File: config.mk
export PLATFORM = sky130hd
export DESIGN_NAME = axil_apb_bridge_tmo
export DESIGN_NICKNAME = d
export VERILOG_FILES = /design/src/rtl/axil_apb_bridge_tmo.sv
export SDC_FILE = /design/constraint.sdc
export NUM_CORES = 1
export LEC_CHECK = 0
export BUFFER_PORTS_ARGS = -buffer_cell sky130_fd_sc_hd__buf_2
export CORE_AREA = 2 2 408 410
export CTS_CLUSTER_SIZE = 28
export DETAILED_ROUTE_END_ITERATION = 7
export DIE_AREA = 0 0 410 412
export PLACE_DENSITY_LB_ADDON = 0.12
export REMOVE_ABC_BUFFERS = 1
export SKIP_LAST_GASP = 1
export SLEW_MARGIN = 5
export SYNTH_ARGS = -nofsm -noshare
export SYNTH_HDL_FRONTEND = slang
export SYNTH_SLANG_ARGS = --single-unit
File: constraint.sdc
create_clock -name PCLKMST_PCLK -period 6.05 [get_ports PCLKMST_PCLK]
set_input_delay 0.605 -clock PCLKMST_PCLK [delete_from_list [all_inputs] [get_ports PCLKMST_PCLK]]
set_output_delay 0.605 -clock PCLKMST_PCLK [all_outputs]
set_load 0.01 [all_outputs]
File: src/rtl/axil_apb_bridge_tmo.sv
// AXI4-Lite to APB4 bridge: programmable address map, DECERR for unmapped addresses,
// per-transfer ACCESS timeout with sticky flag, and fair read/write arbitration.
module axil_apb_bridge_tmo #(
    parameter int unsigned ADDR_W        = 32,
    parameter int unsigned DATA_W        = 32,
    parameter int unsigned NO_APB_SLAVES = 8,
    parameter int unsigned NO_APB_RULES  = 8,
    parameter int unsigned TIMEOUT_CYC   = 255,
    parameter int unsigned IDX_W         = (NO_APB_SLAVES > 1) ? $clog2(NO_APB_SLAVES) : 1,
    localparam int unsigned STRB_W       = DATA_W / 8
) (
    input  logic                            PCLKMST_PCLK,
    input  logic                            PRSTnMS_PCLK,
    input  logic [ADDR_W-1:0]               s_aw_addr,
    input  logic [2:0]                      s_aw_prot,
    input  logic                            s_aw_valid,
    output logic                            s_aw_ready,
    input  logic [DATA_W-1:0]               s_w_data,
    input  logic [STRB_W-1:0]               s_w_strb,
    input  logic                            s_w_valid,
    output logic                            s_w_ready,
    output logic [1:0]                      s_b_resp,
    output logic                            s_b_valid,
    input  logic                            s_b_ready,
    input  logic [ADDR_W-1:0]               s_ar_addr,
    input  logic [2:0]                      s_ar_prot,
    input  logic                            s_ar_valid,
    output logic                            s_ar_ready,
    output logic [DATA_W-1:0]               s_r_data,
    output logic [1:0]                      s_r_resp,
    output logic                            s_r_valid,
    input  logic                            s_r_ready,
    input  logic [NO_APB_RULES*ADDR_W-1:0]  map_start_i,
    input  logic [NO_APB_RULES*ADDR_W-1:0]  map_end_i,
    input  logic [NO_APB_RULES*IDX_W-1:0]   map_idx_i,
    output logic [ADDR_W-1:0]               apb_paddr_o,
    output logic [2:0]                      apb_pprot_o,
    output logic [NO_APB_SLAVES-1:0]        apb_pselx_o,
    output logic                            apb_penable_o,
    output logic                            apb_pwrite_o,
    output logic [DATA_W-1:0]               apb_pwdata_o,
    output logic [STRB_W-1:0]               apb_pstrb_o,
    input  logic [NO_APB_SLAVES-1:0]        apb_pready_i,
    input  logic [NO_APB_SLAVES-1:0]        apb_pslverr_i,
    input  logic [NO_APB_SLAVES*DATA_W-1:0] apb_prdata_i,
    output logic                            tmo_flag_o,
    input  logic                            tmo_clr_i,
    output logic                            busy_o
);

    localparam int unsigned CNT_W = (TIMEOUT_CYC > 1) ? $clog2(TIMEOUT_CYC + 1) : 1;
    localparam logic [1:0] RespOkay   = 2'b00;
    localparam logic [1:0] RespSlvErr = 2'b10;
    localparam logic [1:0] RespDecErr = 2'b11;

    typedef enum logic [1:0] {StIdle, StSetup, StAccess, StResp} state_e;

    state_e              r_state, w_state_next;
    logic                r_prio_wr;
    logic                r_write;
    logic [ADDR_W-1:0]   r_addr;
    logic [2:0]          r_prot;
    logic [DATA_W-1:0]   r_wdata;
    logic [STRB_W-1:0]   r_strb;
    logic [IDX_W-1:0]    r_sel_idx;
    logic [CNT_W-1:0]    r_cnt;
    logic [1:0]          r_resp;
    logic [DATA_W-1:0]   r_rdata;
    logic                r_tmo_flag;

    logic                w_wr_req, w_rd_req, w_contest;
    logic                w_grant_wr, w_grant_rd, w_accept;
    logic [ADDR_W-1:0]   w_req_addr;
    logic                w_hit, w_mapped;
    logic [IDX_W-1:0]    w_idx;
    logic [NO_APB_SLAVES-1:0] w_sel_onehot;
    logic                w_pready, w_pslverr;
    logic [DATA_W-1:0]   w_prdata;
    logic [CNT_W-1:0]    w_cnt_inc;
    logic                w_timeout, w_tmo_hit;

    assign w_wr_req  = s_aw_valid & s_w_valid;
    assign w_rd_req  = s_ar_valid;
    assign w_contest = w_wr_req & w_rd_req;

    // r_prio_wr only moves on a contested grant; a lone request never shifts priority.
    always_comb begin
        w_grant_wr = 1'b0;
        w_grant_rd = 1'b0;
        if (r_state == StIdle && PRSTnMS_PCLK) begin
            if (w_contest) begin
                w_grant_wr = r_prio_wr;
                w_grant_rd = !r_prio_wr;
            end else begin
                w_grant_wr = w_wr_req;
                w_grant_rd = w_rd_req;
            end
        end
    end

    assign w_accept   = w_grant_wr | w_grant_rd;
    assign w_req_addr = w_grant_wr ? s_aw_addr : s_ar_addr;

    // Scan from the top so the lowest-numbered matching rule is the last to write.
    always_comb begin
        w_hit = 1'b0;
        w_idx = '0;
        for (int r = NO_APB_RULES - 1; r >= 0; r--) begin
            if (w_req_addr >= map_start_i[r*ADDR_W +: ADDR_W] &&
                w_req_addr <= map_end_i[r*ADDR_W +: ADDR_W]) begin
                w_hit = 1'b1;
                w_idx = map_idx_i[r*IDX_W +: IDX_W];
            end
        end
    end

    assign w_mapped = w_hit && (32'(w_idx) < NO_APB_SLAVES);

    always_comb begin
        w_sel_onehot = '0;
        w_pready     = 1'b0;
        w_pslverr    = 1'b0;
        w_prdata     = '0;
        for (int s = 0; s < NO_APB_SLAVES; s++) begin
            if (r_sel_idx == IDX_W'(s)) begin
                w_sel_onehot[s] = 1'b1;
                w_pready        = apb_pready_i[s];
                w_pslverr       = apb_pslverr_i[s];
                w_prdata        = apb_prdata_i[s*DATA_W +: DATA_W];
            end
        end
    end

    // The abort decision is taken in the last ACCESS cycle, so the response follows one cycle
    // later, just like a pready completion.
    assign w_cnt_inc = r_cnt + CNT_W'(1);
    assign w_timeout = (TIMEOUT_CYC != 0) && (w_cnt_inc == CNT_W'(TIMEOUT_CYC));
    assign w_tmo_hit = (r_state == StAccess) && !w_pready && w_timeout;

    always_comb begin
        w_state_next = r_state;
        unique case (r_state)
            StIdle:   if (w_accept) w_state_next = w_mapped ? StSetup : StResp;
            StSetup:  w_state_next = StAccess;
            StAccess: if (w_pready || w_timeout) w_state_next = StResp;
            StResp:   if (r_write ? s_b_ready : s_r_ready) w_state_next = StIdle;
            default:  w_state_next = StIdle;
        endcase
    end

    always_ff @(posedge PCLKMST_PCLK) begin
        if (!PRSTnMS_PCLK) begin
            r_state    <= StIdle;
            r_prio_wr  <= 1'b0;
            r_write    <= 1'b0;
            r_addr     <= '0;
            r_prot     <= '0;
            r_wdata    <= '0;
            r_strb     <= '0;
            r_sel_idx  <= '0;
            r_cnt      <= '0;
            r_resp     <= '0;
            r_rdata    <= '0;
            r_tmo_flag <= 1'b0;
        end else begin
            r_state <= w_state_next;
            if (w_accept) begin
                r_write   <= w_grant_wr;
                r_addr    <= w_req_addr;
                r_prot    <= w_grant_wr ? s_aw_prot : s_ar_prot;
                r_wdata   <= w_grant_wr ? s_w_data : '0;
                r_strb    <= w_grant_wr ? s_w_strb : '0;
                r_sel_idx <= w_idx;
                r_cnt     <= '0;
                r_resp    <= w_mapped ? RespOkay : RespDecErr;
                r_rdata   <= '0;
                if (w_contest) r_prio_wr <= w_grant_rd;
            end
            if (r_state == StAccess) begin
                if (w_pready) begin
                    r_resp  <= w_pslverr ? RespSlvErr : RespOkay;
                    r_rdata <= (!r_write && !w_pslverr) ? w_prdata : '0;
                end else if (w_timeout) begin
                    r_resp  <= RespSlvErr;
                    r_rdata <= '0;
                end else begin
                    r_cnt <= w_cnt_inc;
                end
            end
            if (w_tmo_hit) begin
                r_tmo_flag <= 1'b1;
            end else if (tmo_clr_i) begin
                r_tmo_flag <= 1'b0;
            end
        end
    end

    assign s_aw_ready    = w_grant_wr;
    assign s_w_ready     = w_grant_wr;
    assign s_ar_ready    = w_grant_rd;
    assign s_b_valid     = (r_state == StResp) && r_write;
    assign s_b_resp      = r_write ? r_resp : 2'b00;
    assign s_r_valid     = (r_state == StResp) && !r_write;
    assign s_r_resp      = r_write ? 2'b00 : r_resp;
    assign s_r_data      = r_rdata;
    assign apb_pselx_o   = (r_state == StSetup || r_state == StAccess) ? w_sel_onehot : '0;
    assign apb_penable_o = (r_state == StAccess);
    assign apb_pwrite_o  = r_write;
    assign apb_paddr_o   = r_addr;
    assign apb_pprot_o   = r_prot;
    assign apb_pwdata_o  = r_wdata;
    assign apb_pstrb_o   = r_strb;
    assign busy_o        = (r_state != StIdle);
    assign tmo_flag_o    = r_tmo_flag;

endmodule

# Word level (Yosys, flattened, before mapping)
# Index checks and enable logic that the tools add are counted.
# Widths: inputs -> output; s select.
# totals
word_cells,154
output_inout_bits,124
ff_bits,121
in_bits,922
# classes
eq_ne,14
bitwise,3
n_reduce_logical,26
add_sub_neg,1
magnitude_cmp,16
muxes,82
# ops
operator,n
$mux 32,15
$ge 32x32->1,8
$le 32x32->1,8
$mux 8,5
$mux 1,39
$mux 3,9
$mux 2,12
$logic_and 1x1->1,14
$eq 3x3->1 const B,4
$add 8x1->8 const B,1
$eq 8x8->1 const B,1
$pmux 2 s4,1
$eq 3x2->1 const B,2
$eq 2x2->1 const B,2
$logic_not 1->1,4
$mux 4,1
$ne 2x2->1 const B,2
$reduce_bool 2->1,2
$eq 3x1->1 const B,1
$logic_not 3->1,1
$reduce_and 3->1,1
$and 1x1->1,2
$eq 2x1->1 const B,1
$logic_not 2->1,1
other kinds (4),5

# Longest topological paths before layout
# depth
depth_word,20
depth_mapped,17
depth_no_buf,16

# Worst setup path before layout
# OpenSTA, ideal clock, no wires.
# synth_path
kind,input -> register
startpoint,input port PRSTnMS_PCLK
endpoint,register r_sel_idx[0]
setup_slack_ns,1.125
required_time_ns,5.971
cell_stages,16
t_arrival_ns,4.845
setup_ns,0.079
cell_sequence,buf_2 nand4_1 a21oi_1 clkbuf_1 mux2i_1 ha_1 nand2b_1 a2111oi_0 o21ai_0 a2111oi_0 o21ai_0 o21ai_1 nand2b_1 o221ai_1 a211o_1 a211oi_2
# synth_between
elab_chain_len,13
word_cells_on_any_way,37
classes_between,16 x order compare; 11 x mux; 1 x bitwise; 9 x reduce/logical
# synth_lines
item,line,source
from (decl),13,"input logic PRSTnMS_PCLK,"
$logic_and 1x1->1,90,if (r_state == StIdle && PRSTnMS_PCLK) begin
$mux 1,90,
$mux 32,102,assign w_req_addr = w_grant_wr ? s_aw_addr : s_ar_addr;
$ge 32x32->1 or $le 32x32->1 (tied branches),"109, 110",
$logic_and 1x1->1,109,if (w_req_addr >= map_start_i[r*ADDR_W +: ADDR_W] &&
$mux 3 (8 in series),109,
to (signal assigned),173,r_sel_idx <= w_idx;
to (decl),65,logic [IDX_W-1:0] r_sel_idx;
# Several ways; a longest one is shown, not always the timed one.
# A chain may end at the register's enable or synchronous reset.

# Worst setup path after layout
# layout_path
startpoint,register r_state[0]
endpoint,register r_sel_idx[1]
# layout_between
elab_chain_len,14
word_cells_on_any_way,38
classes_between,16 x order compare; 11 x mux; 1 x bitwise; 10 x reduce/logical
# layout_lines
item,line,source
from (decl),58,"state_e r_state, w_state_next;"
from (signal assigned),153,r_state <= StIdle;
from (signal assigned),166,r_state <= w_state_next;
$logic_not 2->1 (*),90,
$logic_and 1x1->1 (*),90,
$mux 1 (*),90,
$mux 32 (*),102,
net w_req_addr[3],73,logic [ADDR_W-1:0] w_req_addr;
$ge 32x32->1 or $le 32x32->1 (tied branches),"109, 110",
$logic_and 1x1->1,109,
$mux 3 (7 in series),109,
$mux 3 (*),109,
# Mark *: on every way through the listed nets, which the timed path passes. The rest lies on a longest branch.

==> flow_summary.yaml <==
status:
  status: "finished with violations"
  violations: "max-capacitance violations"
setup_path:
  cp_data_required_time_ns: 6.44
  setup.worst_path.class: "flop to flop"
  critPathLaunchType: "flop"
  arrival_ns: 6.10
  crit_path_max_fanout: 16
  r2r_start: "r_state[0]"
  crit_path_end_kind: "flop"
  rrSetupSlack_ns: 0.34
  startpoint: "r_state[0]"
synth:
  synth-edff-count: 0
  ys_seq_area_share_pct: 12.0
  syn-instance-count: 2655
  ys_warn_count: 0
  synth-seq-cells: 121
  yosysUniqueCellTypes: 80
  avgSynthCellArea_um2: 7.60
  ys.flop_type: "dfxtp_1"
  async_flop_share_pct: 0
  synth_area_mm2: 0.0202
pwr:
  seq_power_share_pct: 18.9
  ir_drop_mv: 0.195
  clkPwrFrac_pct: 19.8
  comb_power_share_pct: 61.3
  power.density_mw_per_mm2: 183
  p_switching_mw: 2.61
  p_leak_nw: 15.3
  p_int_mw: 2.68
  sw_frac_of_total_pct: 49.3
run:
  maxCapViolCount: 1
die:
  die_w_um: 410
  start_util_pct: 12.3
  io_pins: 1046
  fp.dieArea_mm2: 0.169
  core_area_mm2: 0.164
  chipHeight_um: 412
  num_rows: 149
route:
  avgRoutedWirePerCell_um: 25.9
  first_iter_violations: 1080
  finalWirelength_um: 154000
  drc_errors: 0
  ant_nets: 0
  dr.pass1.iters: 5
  vias: 23595
  via_per_inst: 3.99
clocking:
  cts_sinks: 121
  htreeDepth: 4
  numCtsBuffers: 17
  cts_buffer_depth: 2
  clk-insertion-delay-late_ns: 0.47
  root_buffer: "clkbuf_16"
  cts_hold_buf: 0
  cts_tree: "yes"
  path_clk_slew_ns: 0.08
timing:
  tns_ns: 0
  skew_ns: 0.0102
  post-route-worst-setup-slack_ns: 0.336
  tightest_slew_ns: 1.46
  maxSlewViolCount: 0
  period_share_pct: 94.4
  rsz0062_at_grt: "yes"
  hold_violations: 0
  min_period_ns: 5.71
  hold_ws_ns: 0.380
  timing.fmax_ghz: 0.175
  slew_headroom_pct: 1.41
  setup_viol: 0
grt:
  grt_max_degree: 71
  track_usage_pct: 17.4
  grt_pass1_vias: 24517
  grt_pass1_wl_um: 202000
  antenna_found_initial: 82
  grt-ovfl-total: 0
placed_design:
  place_area_mm2: 0.0283
  dp_hpwl_um: 135000
  gp_congestion: 0.858
  dp.cells: 5866
  portBuffers: 1045
  place_ws_ns: -0.605
hold_path:
  min_path_type: "input pin to flop"
  hp-start: "s_w_data[7]"
layout:
  fillCellCount: 18974
  area.growth.synth_to_final_pct: 43.5
  regArea_mm2: 0.00243
  nets: 5138
  fin_area_mm2: 0.0289
  drive_above_1_share_pct: 34.4
  multiInputGateArea_mm2: 0.0156
  final_cells: 5917
[synthesized netlist by cell type, types with 24 or more instances]
cell,count,area [um2]
a21oi_1,209,1050
nand3_1,61,305
ha_1,518,6480
nand2_1,189,709
nor3_1,31,155
nand4_1,79,494
a21o_1,47,353
dfxtp_1,121,2420
clkbuf_1,52,195
nand2b_1,28,175
o21ai_0,101,505
nor2b_1,28,175
nor2_1,164,616
o22ai_1,46,288
inv_1,517,1940
or2_2,24,150
mux2_2,48,541
a22oi_1,55,413
mux4_2,34,766
a211oi_1,37,278
[power by group through the flow]
stage	combinational, mW	sequential (mW)	clock (mW)
2_1_floorplan	1.70	1.06	0
3_5_place_dp	3.28	1.02	0
3_3_place_gp	3.31	1.02	0
5_1_grt	3.60	1.01	1.13
4_1_cts	3.30	0.999	1.10
6_report	3.24	1.00	1.05
[cells by family after synthesis]
group	count (synthesis)	synth area share (%)
adder cells (fa/ha/maj)	518	32.1
AO/OA/AOI/OAI	659	21.3
multiplexers	91	6.92
flip-flops	121	12.0
AND/OR/NAND/NOR	668	16.2
buffers and inverters	593	11.2
XOR/XNOR	5	0.217
[stage by stage]
| stage | power [mW] | utilization [%] |
|---|---|---|
| 6_report | 5.29 | 17.6 |
| 5_1_grt | 5.75 | 17.6 |
| 4_1_cts | 5.39 | 17.6 |
| 3_5_place_dp | 4.29 | 17.2 |
| 3_3_place_gp | 4.33 | 17.2 |
| 2_1_floorplan | 2.76 | - |
[registers in the layout (all words and copies together), names as in the netlist]
| register | cells |
|---|---|
| tmo_flag_o | 1 |
| s_r_data | 32 |
| r_sel_idx | 3 |
| apb_paddr_o | 32 |
| apb_pstrb_o | 4 |
| r_resp | 2 |
| apb_pwrite_o | 1 |
| r_state | 2 |
| apb_pwdata_o | 32 |
| r_cnt | 8 |
| r_prio_wr | 1 |
| apb_pprot_o | 3 |
[critical path, cell delays in order, from the launching register on]
cell	delay, ns
dfxtp_1	0.33
inv_1	0.10
ha_1	0.32
nand4_1	0.19
a21oi_4	0.18
buf_4	0.38
mux2_2	0.40
buf_4	0.25
ha_1	0.25
a2111oi_0	0.57
o21ai_0	0.32
a2111oi_4	0.78
o21ai_0	0.27
o21ai_2	0.21
buf_4	0.20
nand2b_1	0.17
o221ai_1	0.15
a211o_1	0.28
a211oi_2	0.21
[path summary, 6_finish.rpt]
kind,end,cells after the start
hold reg to reg,apb_paddr_o[29],2
setup / recovery,r_sel_idx[1],18
setup reg to reg,r_sel_idx[1],18
hold / removal,apb_pwdata_o[7],3
[cell type report]
class	count	share of cell area [%]
Sequential cell	121	8.40
Clock buffer	17	1.47
Tap cell	2189	9.46
Multi-Input combinational cell	1941	53.9
Clock inverter	15	0.463
Timing Repair Buffer	1099	19.5
Antenna cell	17	0.147
Inverter	518	6.73
[cell usage in the layout, fill, tap and decap left out, drive strengths merged, types with 55 or more instances in the layout]
master	synthesis	layout
a21oi	211	211
a22oi	55	55
buf	23	1098
dfxtp	121	121
ha	518	518
inv	518	526
nand2	190	190
nand3	62	62
nand4	80	80
nor2	165	165
o21ai	103	103
[timing repair]
item                       in CTS  in global routing
gates resized for setup         4                  3
setup endpoints to repair       6                  6
setup buffers                   1                  0
pin swaps                       0                  1
[metal layers]
metal / vias to the layer above / part of all wire (%) / track usage (%) / routed length (um)
met5: - / 0.096 / 0 / 147
met4: 26 / 1.6 / 2.67 / 2380
met3: 136 / 5.0 / 2.95 / 7660
met2: 708 / 47 / 29.2 / 71500
met1: 11136 / 47 / 23.6 / 71800
li1: 11589 / - / - / -
Power figures use the tool's default switching activity.
